$ cat src/rtl/mux_scan_sequencer.sv
// rtl/mux_scan_sequencer.sv - 4:1 mux channel scanner packing sampled z into handshaked frames
module mux_scan_sequencer #(
    parameter int DWELL = 4,
    parameter int CW    = 8
) (
    input  logic       clk,
    input  logic       rst_n,
    input  logic       en,
    input  logic       z,
    output logic       s1,
    output logic       s0,
    output logic [3:0] frame,
    output logic       frame_valid,
    input  logic       frame_ready,
    output logic       overrun,
    input  logic       clr_ovr,
    output logic       busy
);

    typedef enum logic {
        IDLE = 1'b0,
        SCAN = 1'b1
    } state_t;

    localparam logic [CW-1:0] LAST = CW'(DWELL - 1);

    state_t        state_q, state_d;
    logic [CW-1:0] cnt_q, cnt_d;
    logic [1:0]    ch_q, ch_d;
    // Channel 3 is never stored: its sample goes straight into the frame.
    logic [2:0]    shadow_q, shadow_d;
    logic [3:0]    frame_q, frame_d;
    logic          valid_q, valid_d;
    logic          ovr_q, ovr_d;
    logic          accept;
    logic          complete;

    // State and datapath registers, cleared asynchronously.
    always_ff @(posedge clk or negedge rst_n) begin
        if (!rst_n) begin
            state_q  <= IDLE;
            cnt_q    <= '0;
            ch_q     <= 2'd0;
            shadow_q <= 3'd0;
            frame_q  <= 4'd0;
            valid_q  <= 1'b0;
            ovr_q    <= 1'b0;
        end else begin
            state_q  <= state_d;
            cnt_q    <= cnt_d;
            ch_q     <= ch_d;
            shadow_q <= shadow_d;
            frame_q  <= frame_d;
            valid_q  <= valid_d;
            ovr_q    <= ovr_d;
        end
    end

    // Next-state: scan stepping, frame hand-off and overrun tracking.
    always_comb begin
        state_d  = state_q;
        cnt_d    = cnt_q;
        ch_d     = ch_q;
        shadow_d = shadow_q;
        frame_d  = frame_q;
        valid_d  = valid_q;
        ovr_d    = ovr_q;
        complete = 1'b0;
        accept   = valid_q & frame_ready;

        case (state_q)
            IDLE: begin
                if (en) begin
                    state_d  = SCAN;
                    cnt_d    = '0;
                    ch_d     = 2'd0;
                    shadow_d = 3'd0;
                end
            end
            SCAN: begin
                if (!en) begin
                    // Abort discards the partial sample set; next entry restarts at ch0.
                    state_d  = IDLE;
                    cnt_d    = '0;
                    ch_d     = 2'd0;
                    shadow_d = 3'd0;
                end else if (cnt_q == LAST) begin
                    cnt_d = '0;
                    ch_d  = ch_q + 2'd1;
                    case (ch_q)
                        2'd0:    shadow_d[0] = z;
                        2'd1:    shadow_d[1] = z;
                        2'd2:    shadow_d[2] = z;
                        default: complete    = 1'b1;
                    endcase
                end else begin
                    cnt_d = cnt_q + CW'(1);
                end
            end
            default: state_d = IDLE;
        endcase

        if (clr_ovr) begin
            ovr_d = 1'b0;
        end

        if (complete) begin
            if (!valid_q || accept) begin
                frame_d = {z, shadow_q};
                valid_d = 1'b1;
            end else begin
                // Pending frame wins; the new one is lost and flagged (beats clr_ovr).
                ovr_d = 1'b1;
            end
        end else if (accept) begin
            valid_d = 1'b0;
        end
    end

    assign s1          = ch_q[1];
    assign s0          = ch_q[0];
    assign frame       = frame_q;
    assign frame_valid = valid_q;
    assign overrun     = ovr_q;
    assign busy        = (state_q == SCAN);

endmodule
$ cat config.mk
export PLATFORM = sky130hd
export DESIGN_NAME = mux_scan_sequencer
export DESIGN_NICKNAME = d
export VERILOG_FILES = /design/src/rtl/mux_scan_sequencer.sv
export SDC_FILE = /design/constraint.sdc
export NUM_CORES = 1
export LEC_CHECK = 0
export ABC_AREA = 1
export CORE_UTILIZATION = 55
export CTS_CLUSTER_DIAMETER = 120
export DETAILED_ROUTE_END_ITERATION = 8
export MAX_ROUTING_LAYER = met4
export PLACE_DENSITY = 0.8
export RECOVER_POWER = 25
export SLEW_MARGIN = 10
export SYNTH_ARGS = -nofsm -noshare
export SYNTH_HDL_FRONTEND = slang
export SYNTH_SLANG_ARGS = --single-unit
export TNS_END_PERCENT = 5
$ cat constraint.sdc
create_clock -name clk -period 2.48 [get_ports clk]
set_input_delay 0.496 -clock clk [delete_from_list [all_inputs] [get_ports clk]]
set_output_delay 0.496 -clock clk [all_outputs]
set_load 0.01 [all_outputs]
After elaboration in Yosys (flattened, before gate mapping)
Cells that the tools add are included.

word-level totals
  register bits after elaboration = 20
  bits of input ports = 6
  output and inout bits = 9
  word-level logic and storage cells = 59

operators by class
  $add $sub $neg = 2
  equal/unequal tests = 9
  multiplexer cells = 26
  bitwise gates (word level) = 2
  reduce and logical (&&, ||, !) cells = 11

operators by type and width
  kind                                                    number
  two-way mux 8 bit                                       3
  one-hot mux 8 bit (2 select lines)                      1
  two-way mux 1 bit                                       14
  inequality test 3 x 2 -> 1 bit (second input constant)  4
  two-way mux 3 bit                                       3
  AND reduction 3 bit                                     3
  adder 8 x 1 -> 8 bit (second input constant)            1
  == test 8 x 2 -> 1 bit (second input constant)          1
  two-way mux 2 bit                                       3
  one-hot mux 3 bit (2 select lines)                      1
  AND reduction 2 bit                                     3
  one-hot mux 2 bit (2 select lines)                      1
  OR reduction 3 bit                                      1
  adder 2 x 1 -> 2 bit (second input constant)            1
  == test 2 x 1 -> 1 bit (second input constant)          1
  == test 2 bit (second input constant)                   1
  zero test 2 bit                                         1
  inequality test 2 x 1 -> 1 bit (second input constant)  1
  inequality test 2 bit (second input constant)           1
  nonzero test 2 bit                                      1
  bitwise AND 1 bit                                       1
  zero test 1 bit                                         1
  logical OR 1 bit                                        1
  NOT 1 bit                                               1

Logic depth before layout (Yosys ltp)
Gate-level depths: netlist of run 1.

  depth in word-level cells = 8
  gate-level depth with buffers = 9
  depth with buffers taken out = 8

Worst setup path before layout of run 1
OpenSTA, ideal clock, no wires.

  path kind = register to register
  start = reg cnt_q[0]
  end = reg shadow_q[2]
  library setup time = 0.117 ns
  data arrival time = 1.202 ns
  required time = 2.363 ns
  slack = 1.161 ns
  stages on the path, launching flop included = 10
  path buffers = 1
  period minus slack after synthesis = 1.319 ns
  cell sequence = dfrtp_1 > ha_1 > nand2_2 > nor2_4 > nand2_4 > nand2_4 > buf_12 > nand3_2 > nand2_1 > nand2_1

on the way
  longest elaborated chain between the ends = 3

ends and longest elaborated chain
  what                                      RTL line  RTL
  start: declaration                        28        logic [CW-1:0] cnt_q, cnt_d;
  start signal: assignment                  50        cnt_q <= cnt_d;
  == test 8 x 2 -> 1 bit                    87        end else if (cnt_q == LAST) begin
  inequality test 3 x 2 -> 1 bit (no line)  n/a
  AND reduction 3 bit (no line)             n/a
  end signal: assignment                    52        shadow_q <= shadow_d;
  end: declaration                          31        logic [2:0] shadow_q, shadow_d;

No other way between the ends.
A chain may end at the register's enable or synchronous reset.

Worst setup path in the final report of run 1
  start = reg state_q (netlist: busy)
  end = out busy

RTL lines
  what                      RTL line  RTL
  start: declaration        27        state_t state_q, state_d;
  start signal: assignment  49        state_q <= state_d;
  end: declaration          17        output logic busy

No word-level cell between the ends.

==> results of run 1 <==
-- worst paths after layout --
path,endpoint,depth (start not counted),from,slack [ns]
worst max-delay path,busy,1,busy$_DFF_PN0_,0.68
worst min-delay path,shadow_q[0]$_DFFE_PN0P_,2,shadow_q[0]$_DFFE_PN0P_,0.49
worst max register to register,ch_q[1]$_DFFE_PN0P_,8,cnt_q[0]$_DFFE_PN0P_,1.06
worst min register to register,shadow_q[0]$_DFFE_PN0P_,2,shadow_q[0]$_DFFE_PN0P_,0.49
max in group asynchronous,busy$_DFF_PN0_,2,rst_n,0.96
min in group asynchronous,frame_valid$_DFFE_PN0P_,2,rst_n,0.89
-- cell usage in the layout, fill, tap and decap left out --
cell,instances
xnor2_1,1
inv_2,4
nand2_4,3
nor2_4,3
or2_2,3
clkbuf_1,1
nand2_1,39
o21ai_0,2
clkbuf_8,1
nand3_2,2
nand4_1,9
dfrtp_1,20
nand3_1,7
nor2_1,7
ha_1,5
o21ai_1,1
nor2_2,1
nand2_2,2
xor2_1,2
clkbuf_4,3
clkdlybuf4s50_1,13
o21ai_2,3
dlygate4sd3_1,1
o22ai_2,3
inv_1,9
-- state kept, by name, summed over array words and instances, names as in the netlist --
| signal | count |
|---|---|
| overrun | 1 |
| cnt_q | 8 |
| shadow_q | 3 |
| busy | 1 |
| frame_valid | 1 |
| ch_q | 2 |
| frame | 4 |
-- power groups by stage --
stage / sequential, uW / clock [uW] / combinational [uW]
finish: 341 / 188 / 54.7
global route: 341 / 201 / 61.3
CTS: 340 / 190 / 56.6
detailed placement: 347 / 0 / 56.3
global placement: 346 / 0 / 54.6
floorplan: 346 / 0 / 37.3
-- metrics by stage --
stage,worst slack [ns],hold WS (ns),instances,area (um^2),total power [uW]
global route,0.647,0.522,172,1320,604
global placement,0.691,0.458,168,1290,401
finish,0.684,0.491,172,1320,583
floorplan,1.16,0.200,128,1140,383
detailed placement,0.638,0.464,168,1290,403
CTS,0.678,0.492,172,1320,587
-- logic make-up (layout without fill, tap and decap cells) --
logic type      count (synthesis)  after routing  synth area share, %
xor+xnor                        3              3                 2.31
compound gates                  9              9                 6.92
simple gates                   76             76                 34.1
fa+ha+maj                       5              5                 5.49
flops                          20             20                 43.9
buf+inv                        15             32                 7.24
-- per-layer routing --
metal  up-vias  GRT usage (%)  routed length, um
met2        20           31.2               1000
met1       432           27.6                900
li1        451              -                  -
met4         0           8.00                 13
met5         -              -                  0
met3         2           4.53                110
-- worst register-to-register path, delay by kind of cell (launching register included) --
kind / cells / cell delay [ns]
simple gates: 7 / 0.65
flops: 1 / 0.42
fa+ha+maj: 1 / 0.26
-- layout make-up --
| type | instances | area, um^2 | area share [%] |
|---|---|---|---|
| Clock buffer | 4 | 36.3 | 2.75 |
| Multi-Input combinational cell | 93 | 557 | 42.2 |
| Tap cell | 27 | 33.8 | 2.56 |
| Sequential cell | 20 | 500 | 37.9 |
| Inverter | 13 | 48.8 | 3.70 |
| Timing Repair Buffer | 15 | 144 | 10.9 |
==> flow_summary.toml, run 1 <==
[outcome]
outcome = "complete, no violations"

[clocking]
numCtsBuffers = 3
h-tree-depth = 1
max-clock-path-buffers = 2
clk-insertion-delay-late_ns = 0.29
holdBufCountCts = 0
tritoncts = "built"
cts_setup_buffers = 0
clock-root-buffer = "clkbuf_4"
cts.reportedPaths.clkPinSlew_ns = 0.12
ctsResizeCount = 0
clock_sinks = 20

[setup_path]
endpoint_kind = "output pin"
arrival_ns = 1.30
crit_family = "buffers and inverters"
worst_ep_required_time_ns = 1.98
cp_max_fo = 3
worst-path-buf-inv = 1
slowest_delay_ns = 0.57
crit_chain = "clkdlybuf4s50_1"
critPathLaunchType = "flop"
crit_type = "flop to output pin"
slowest_stage = "clkdlybuf4s50_1"

[floorplan]
io_pins = 15
dieHeight_um = 47.5
die-area_mm2 = 0.00226
fp.dieW_um = 47.5
start_util_pct = 58.1
core_area_mm2 = 0.00196
fp-row-count = 16

[logic_synthesis]
synth_edf_count = 0
syn_area_mm2 = 0.00114
synth_ff_type = "dfrtp_1"
seq_area_frac_synth_pct = 43.9
yosysTopAreaCell = "dfrtp_1"
synth.area.top_cells = "dfrtp_1, nand2_1, ha_1"
syn-num-nets = 139
synth-async-reset-ratio_pct = 100
synth_top_area_share_pct = 43.9
synth_cells = 128
synth_warnings = 0
synth_cell_types = 22
synth_area_per_cell_um2 = 8.91
ys_top_cells_by_count = "nand2_1, dfrtp_1, inv_1, nand4_1"
synth.most_common_cell = "nand2_1"
ys_seq_elements = 20

[power]
p_seq_share_pct = 58.4
swShare_pct = 23.8
p_leak_uw = 0.000640
peakVddDrop_v = 0.000307
combinationalPowerShare_pct = 9.4
p_switching_uw = 139
clock_power_share_pct = 32.2
powerDensity_mw_per_mm2 = 442
intPower_uw = 444

[sta]
fin_skew_ns = 0.00462
hold_violations = 0
period_share_pct = 72.4
tightest_slew_ns = 1.05
maxSlewViolCount = 0
finalSetupViolCount = 0
clock.fmax_ghz = 0.557
relSlewSlack_pct = 29.8
period_minus_slack_ns = 1.80
finalSetupTns_ns = 0
rsz0062_at_grt = "no"

[layout]
fin_nets = 157
final_layout_size_suffix_gt1_share_pct = 19.3
antenna_cells = 0
final_core_util_pct = 67.3
area_delta_synth_final_pct = 15.8
fill_cells = 173

[global_route]
grt-ovfl-total = 0
grt_usage_pct = 20.9
antenna_found_initial = 0
grt_pass1_wl_um = 3150
grt_max_degree = 21
grt_pass1_vias = 789

[routing]
vias = 905
drc = 0
vias_per_cell = 5.26
firstDrtPassIters = 4
drt_wl_total_um = 2030
postRouteAntennaNets = 0
wl_per_cell_um = 11.8
drtIter0Drc = 25

[job]
cap_violations = 0

[placement]
dpl.hpwl_um = 1560
portBuffers = 14
gp_congestion = 0.823

[hold_path]
hp-class = "flop to flop"
No activity file was read; power rests on OpenSTA's default activity.
==> run 2, diff against run 1 <==
--- a/config.mk
+++ b/config.mk
@@ -6,11 +6,11 @@
 export NUM_CORES = 1
 export LEC_CHECK = 0
 export ABC_AREA = 1
-export CORE_UTILIZATION = 55
+export CORE_UTILIZATION = 53
 export CTS_CLUSTER_DIAMETER = 120
 export DETAILED_ROUTE_END_ITERATION = 8
 export MAX_ROUTING_LAYER = met4
-export PLACE_DENSITY = 0.8
+export PLACE_DENSITY = 0.77
 export RECOVER_POWER = 25
 export SLEW_MARGIN = 10
 export SYNTH_ARGS = -nofsm -noshare
==> constraint.sdc (replaced) <==
create_clock -name clk -period 1.7 [get_ports clk]
set_input_delay 0.34 -clock clk [delete_from_list [all_inputs] [get_ports clk]]
set_output_delay 0.34 -clock clk [all_outputs]
set_load 0.01 [all_outputs]
==> run 2 against run 1 <==
  * Via count down 0.22%
  * Non-clock buffer count is 1 higher
  * Power is 66% higher
  * Worst setup slack lost 0.63 ns
  * Flip-flop and latch count stayed put
  * Combinational power rose by 48%
  * Cell area rose by 2.2%
  * Highest routed layer unchanged
  * Register-to-register slack worse by 0.80 ns
  * Final cell count up 0.58%
  * Sequential share of layout area decreased by 0.72 points
  * Clock skew fell by 0.0038 ns
  * Global-route usage is 0.10 points lower
==> flow_summary.toml, run 2 (synthesis gave the netlist of run 1 again) <==
[clocking]
ctsResizeCount = 0
clock-root-buffer = "clkbuf_4"
holdBufCountCts = 0
h-tree-depth = 1
max-clock-path-buffers = 2
cts_setup_buffers = 0
tritoncts = "built"
numCtsBuffers = 3
clk-insertion-delay-late_ns = 0.30
clock_sinks = 20
cts.reportedPaths.clkPinSlew_ns = 0.11

[sta]
tightest_slew_ns = 0.394
relSlewSlack_pct = 73.7
period_minus_slack_ns = 1.64
finalSetupViolCount = 0
timing.hold.ws_ns = 0.425
rsz0062_at_grt = "no"
finalSetupTns_ns = 0
clock.fmax_ghz = 0.608
fin_skew_ns = 0.000851
maxSlewViolCount = 0
hold_violations = 0
period_share_pct = 96.7

[setup_path]
crit_chain = "clkdlybuf4s50_1"
worst_ep_required_time_ns = 1.36
worst-path-buf-inv = 1
crit_type = "flop to output pin"
slowest_stage = "clkdlybuf4s50_1"
critPathLaunchType = "flop"
arrival_ns = 1.30
endpoint_kind = "output pin"
slowest_delay_ns = 0.56
crit_family = "buffers and inverters"
cp_max_fo = 5

[layout]
final_layout_size_suffix_gt1_share_pct = 21.2
fin_nets = 158
area_delta_synth_final_pct = 18.3
multi_input_area_um2 = 557
top_register = "cnt_q"
final_core_util_pct = 68.1
mostFrequentLayoutCells = "nand2_1, dfrtp_1, clkdlybuf4s50_1"
finalInstanceArea_mm2 = 0.00135
layout_commonest_cell = "nand2_1"
fill_cells = 164
antenna_cells = 0
register_area_um2 = 502
largest_reg_flops = 8

[power]
p_leak_uw = 0.000654
powerDensity_mw_per_mm2 = 717
peakVddDrop_v = 0.000822

[floorplan]
core_area_mm2 = 0.00198
fp-row-count = 16
fp.dieW_um = 48.4
dieHeight_um = 48.4
die-area_mm2 = 0.00234
start_util_pct = 57.5
io_pins = 15

[global_route]
grt-ovfl-total = 0
grt_pass1_wl_um = 3720
grt_usage_pct = 20.8
antenna_found_initial = 0
grt_pass1_vias = 863
grt_max_degree = 21

[routing]
vias = 903
drc = 0
wl_per_cell_um = 12.2
postRouteAntennaNets = 0
vias_per_cell = 5.22
firstDrtPassIters = 4
drt_wl_total_um = 2100
drtIter0Drc = 25

[hold_path]
hp-class = "input port to asynchronous set/reset pin"

[job]
cap_violations = 0

[placement]
placed_cell_area_mm2 = 0.00129
portBuffers = 14
gp_congestion = 0.822
dpl.hpwl_um = 1590

[outcome]
outcome = "complete, no violations"
-- run 2: layout make-up --
class / count / area share (%)
Clock inverter: 1 / 2.23
Inverter: 13 / 3.62
Tap cell: 27 / 2.50
Clock buffer: 3 / 1.67
Multi-Input combinational cell: 93 / 41.3
Sequential cell: 20 / 37.2
Timing Repair Buffer: 16 / 11.5
-- run 2: path summary, 6_finish.rpt --
path,startpoint,to,slack (ns),cells after the start
min in group clk,shadow_q[1]$_DFFE_PN0P_,shadow_q[1]$_DFFE_PN0P_,0.50,2
hold reg to reg,shadow_q[1]$_DFFE_PN0P_,shadow_q[1]$_DFFE_PN0P_,0.50,2
max in group asynchronous,rst_n,busy$_DFF_PN0_,1.05,2
setup / recovery,ch_q[0]$_DFFE_PN0P_,s0,0.06,1
setup reg to reg,cnt_q[0]$_DFFE_PN0P_,shadow_q[0]$_DFFE_PN0P_,0.26,8
hold / removal,rst_n,cnt_q[6]$_DFFE_PN0P_,0.43,2
-- run 2: stage by stage --
stage	std cells	worst slack (ns)	total power [uW]
6_report	173	0.0555	967
3_3_place_gp	169	0.0643	585
2_1_floorplan	128	0.381	559
4_1_cts	173	0.00236	974
5_1_grt	173	0.00272	999
3_5_place_dp	169	0.0279	588
-- run 2: per-layer routing --
layer	global-route usage, %	wire [um]
met4	7.35	35
met5	-	0
met1	27.3	952
met2	33.1	1020
met3	3.14	96
-- run 2: power by group --
part | total, uW | internal (uW) | switching, uW | leakage [uW]
combinational | 80.9 | 32.9 | 48.1 | 0.000353
clock | 390 | 238 | 151 | 0.0000279
sequential | 497 | 487 | 10.3 | 0.000273
total | 967 | 758 | 210 | 0.000654
==> run 3, diff against run 2 <==
--- a/config.mk
+++ b/config.mk
@@ -6,6 +6,8 @@
 export NUM_CORES = 1
 export LEC_CHECK = 0
 export ABC_AREA = 1
+export ABC_CLOCK_PERIOD_IN_PS = 1700
+export CORE_MARGIN = 8
 export CORE_UTILIZATION = 53
 export CTS_CLUSTER_DIAMETER = 120
 export DETAILED_ROUTE_END_ITERATION = 8
==> run 3 against run 2 <==
  * Clock skew grew 0.0072 ns
  * Clock power barely moved
  * First-iteration DRC count shrank 20%
  * Largest power group unchanged
  * Global-route usage is 8.1 points lower
  * Combinational power is 1% lower
  * Cell area grew 0.56%
  * Critical endpoint unchanged
==> flow_summary.toml, run 3 (synthesis gave the netlist of run 1 again) <==
[setup_path]
slowest_stage = "clkdlybuf4s50_1"
worst_ep_required_time_ns = 1.36
critPathLaunchType = "flop"
arrival_ns = 1.26
crit_type = "flop to output pin"
crit_chain = "clkdlybuf4s50_1"
endpoint_kind = "output pin"
cp_max_fo = 3
worst-path-buf-inv = 1
crit_family = "buffers and inverters"
slowest_delay_ns = 0.55

[global_route]
grt_pass1_wl_um = 4010
grt-ovfl-total = 0
grt_busiest_layer = "met2"
antenna_found_initial = 0
met1_usage_pct = 14.8
grt_usage_pct = 12.7
grt_pass1_vias = 932
grt_use_met3_pct = 4.12
grt_max_degree = 21
met2_usage_pct = 19.0

[sta]
period_minus_slack_ns = 1.60
clock.fmax_ghz = 0.626
relSlewSlack_pct = 29.1
hold_violations = 0
tightest_slew_ns = 1.06
finalSetupTns_ns = 0
rsz0062_at_grt = "no"
finalSetupViolCount = 0
period_share_pct = 93.9
maxSlewViolCount = 0
fin_skew_ns = 0.00807

[routing]
wl_per_cell_um = 12.3
vias = 891
postRouteAntennaNets = 0
vias_per_cell = 5.12
drtIter0Drc = 20
firstDrtPassIters = 4
drc = 0
drt_wl_total_um = 2150

[floorplan]
die-area_mm2 = 0.00389
start_util_pct = 56.9
io_pins = 15
fp-row-count = 16
core_area_mm2 = 0.00200
dieHeight_um = 62.4
fp.dieW_um = 62.4

[layout]
largest_reg_flops = 8
fin_nets = 159
top_register = "cnt_q"
mostFrequentLayoutCells = "nand2_1, dfrtp_1, clkdlybuf4s50_1"
antenna_cells = 0
final_layout_size_suffix_gt1_share_pct = 20.4
layout_commonest_cell = "nand2_1"
final_core_util_pct = 67.8
area_delta_synth_final_pct = 19.0

[hold_path]
hp-class = "flop to flop"

[power]
p_leak_uw = 0.000685
powerDensity_mw_per_mm2 = 714
peakVddDrop_v = 0.000509

[clocking]
tritoncts = "built"
numCtsBuffers = 3
cts.reportedPaths.clkPinSlew_ns = 0.12
holdBufCountCts = 0
h-tree-depth = 1
clock_sinks = 20
max-clock-path-buffers = 2
clock-root-buffer = "clkbuf_4"
clk-insertion-delay-late_ns = 0.31

[outcome]
outcome = "complete, no violations"

[placement]
dpl.hpwl_um = 1640
gp_congestion = 0.816
portBuffers = 14

[job]
cap_violations = 0
[run 3: cell count changes in the layout (fill, tap and decap cells not counted), sizes merged]
| cell | change |
|---|---|
| clkbuf | +1 |
| clkdlybuf4s50 | -2 |
| dlymetal6s2s | +2 |
[run 3: layer usage]
metal	wire [um]	vias to the layer above
li1	-	458
met3	72	3
met2	955	18
met1	1090	412
met4	31	0
met5	0	-
[run 3: final timing paths]
kind	start	end	slack, ns	depth (start not counted)
worst max-delay path	ch_q[0]$_DFFE_PN0P_	s0	0.10	1
worst min-delay path	shadow_q[0]$_DFFE_PN0P_	shadow_q[0]$_DFFE_PN0P_	0.49	2
worst max register to register	cnt_q[0]$_DFFE_PN0P_	ch_q[1]$_DFFE_PN0P_	0.28	8
worst min register to register	shadow_q[0]$_DFFE_PN0P_	shadow_q[0]$_DFFE_PN0P_	0.49	2
max in group asynchronous	rst_n	cnt_q[7]$_DFFE_PN0P_	0.33	2
min in group asynchronous	rst_n	frame[2]$_DFFE_PN0P_	0.73	2
[run 3: metrics by stage]
| stage | total power (uW) | hold WS, ns | cells | cell area, um^2 | worst slack (ns) |
|---|---|---|---|---|---|
| floorplan | 559 | 0.0444 | 128 | 1140 | 0.381 |
| global placement | 585 | 0.458 | 169 | 1290 | 0.0678 |
| detailed placement | 587 | 0.463 | 169 | 1290 | 0.0122 |
| CTS | 980 | 0.359 | 173 | 1350 | 0.0135 |
| global route | 1010 | 0.513 | 174 | 1360 | 0.0368 |
| finish | 968 | 0.493 | 174 | 1360 | 0.104 |
[run 3: layout make-up]
type,count,area (um^2)
fillers,162,646
multi-input cells,93,557
flip-flops and latches,20,500
repair buffers,17,164
inverters,13,48.8
well taps,27,33.8
clock inverters,1,30.0
clock buffers,3,22.5
[run 3: where the power goes]
group / switching [uW] / total, uW / internal [uW]
registers: 9.34 / 496 / 486
logic: 48.2 / 79.8 / 31.6
clock network: 154 / 392 / 239
[run 3: timing repair]
action                                  4_1_cts  5_1_grt
gates resized for setup                       0        2
buffers inserted                              0        1
endpoints found under the setup margin        0        3
endpoints found under the hold margin         0        0
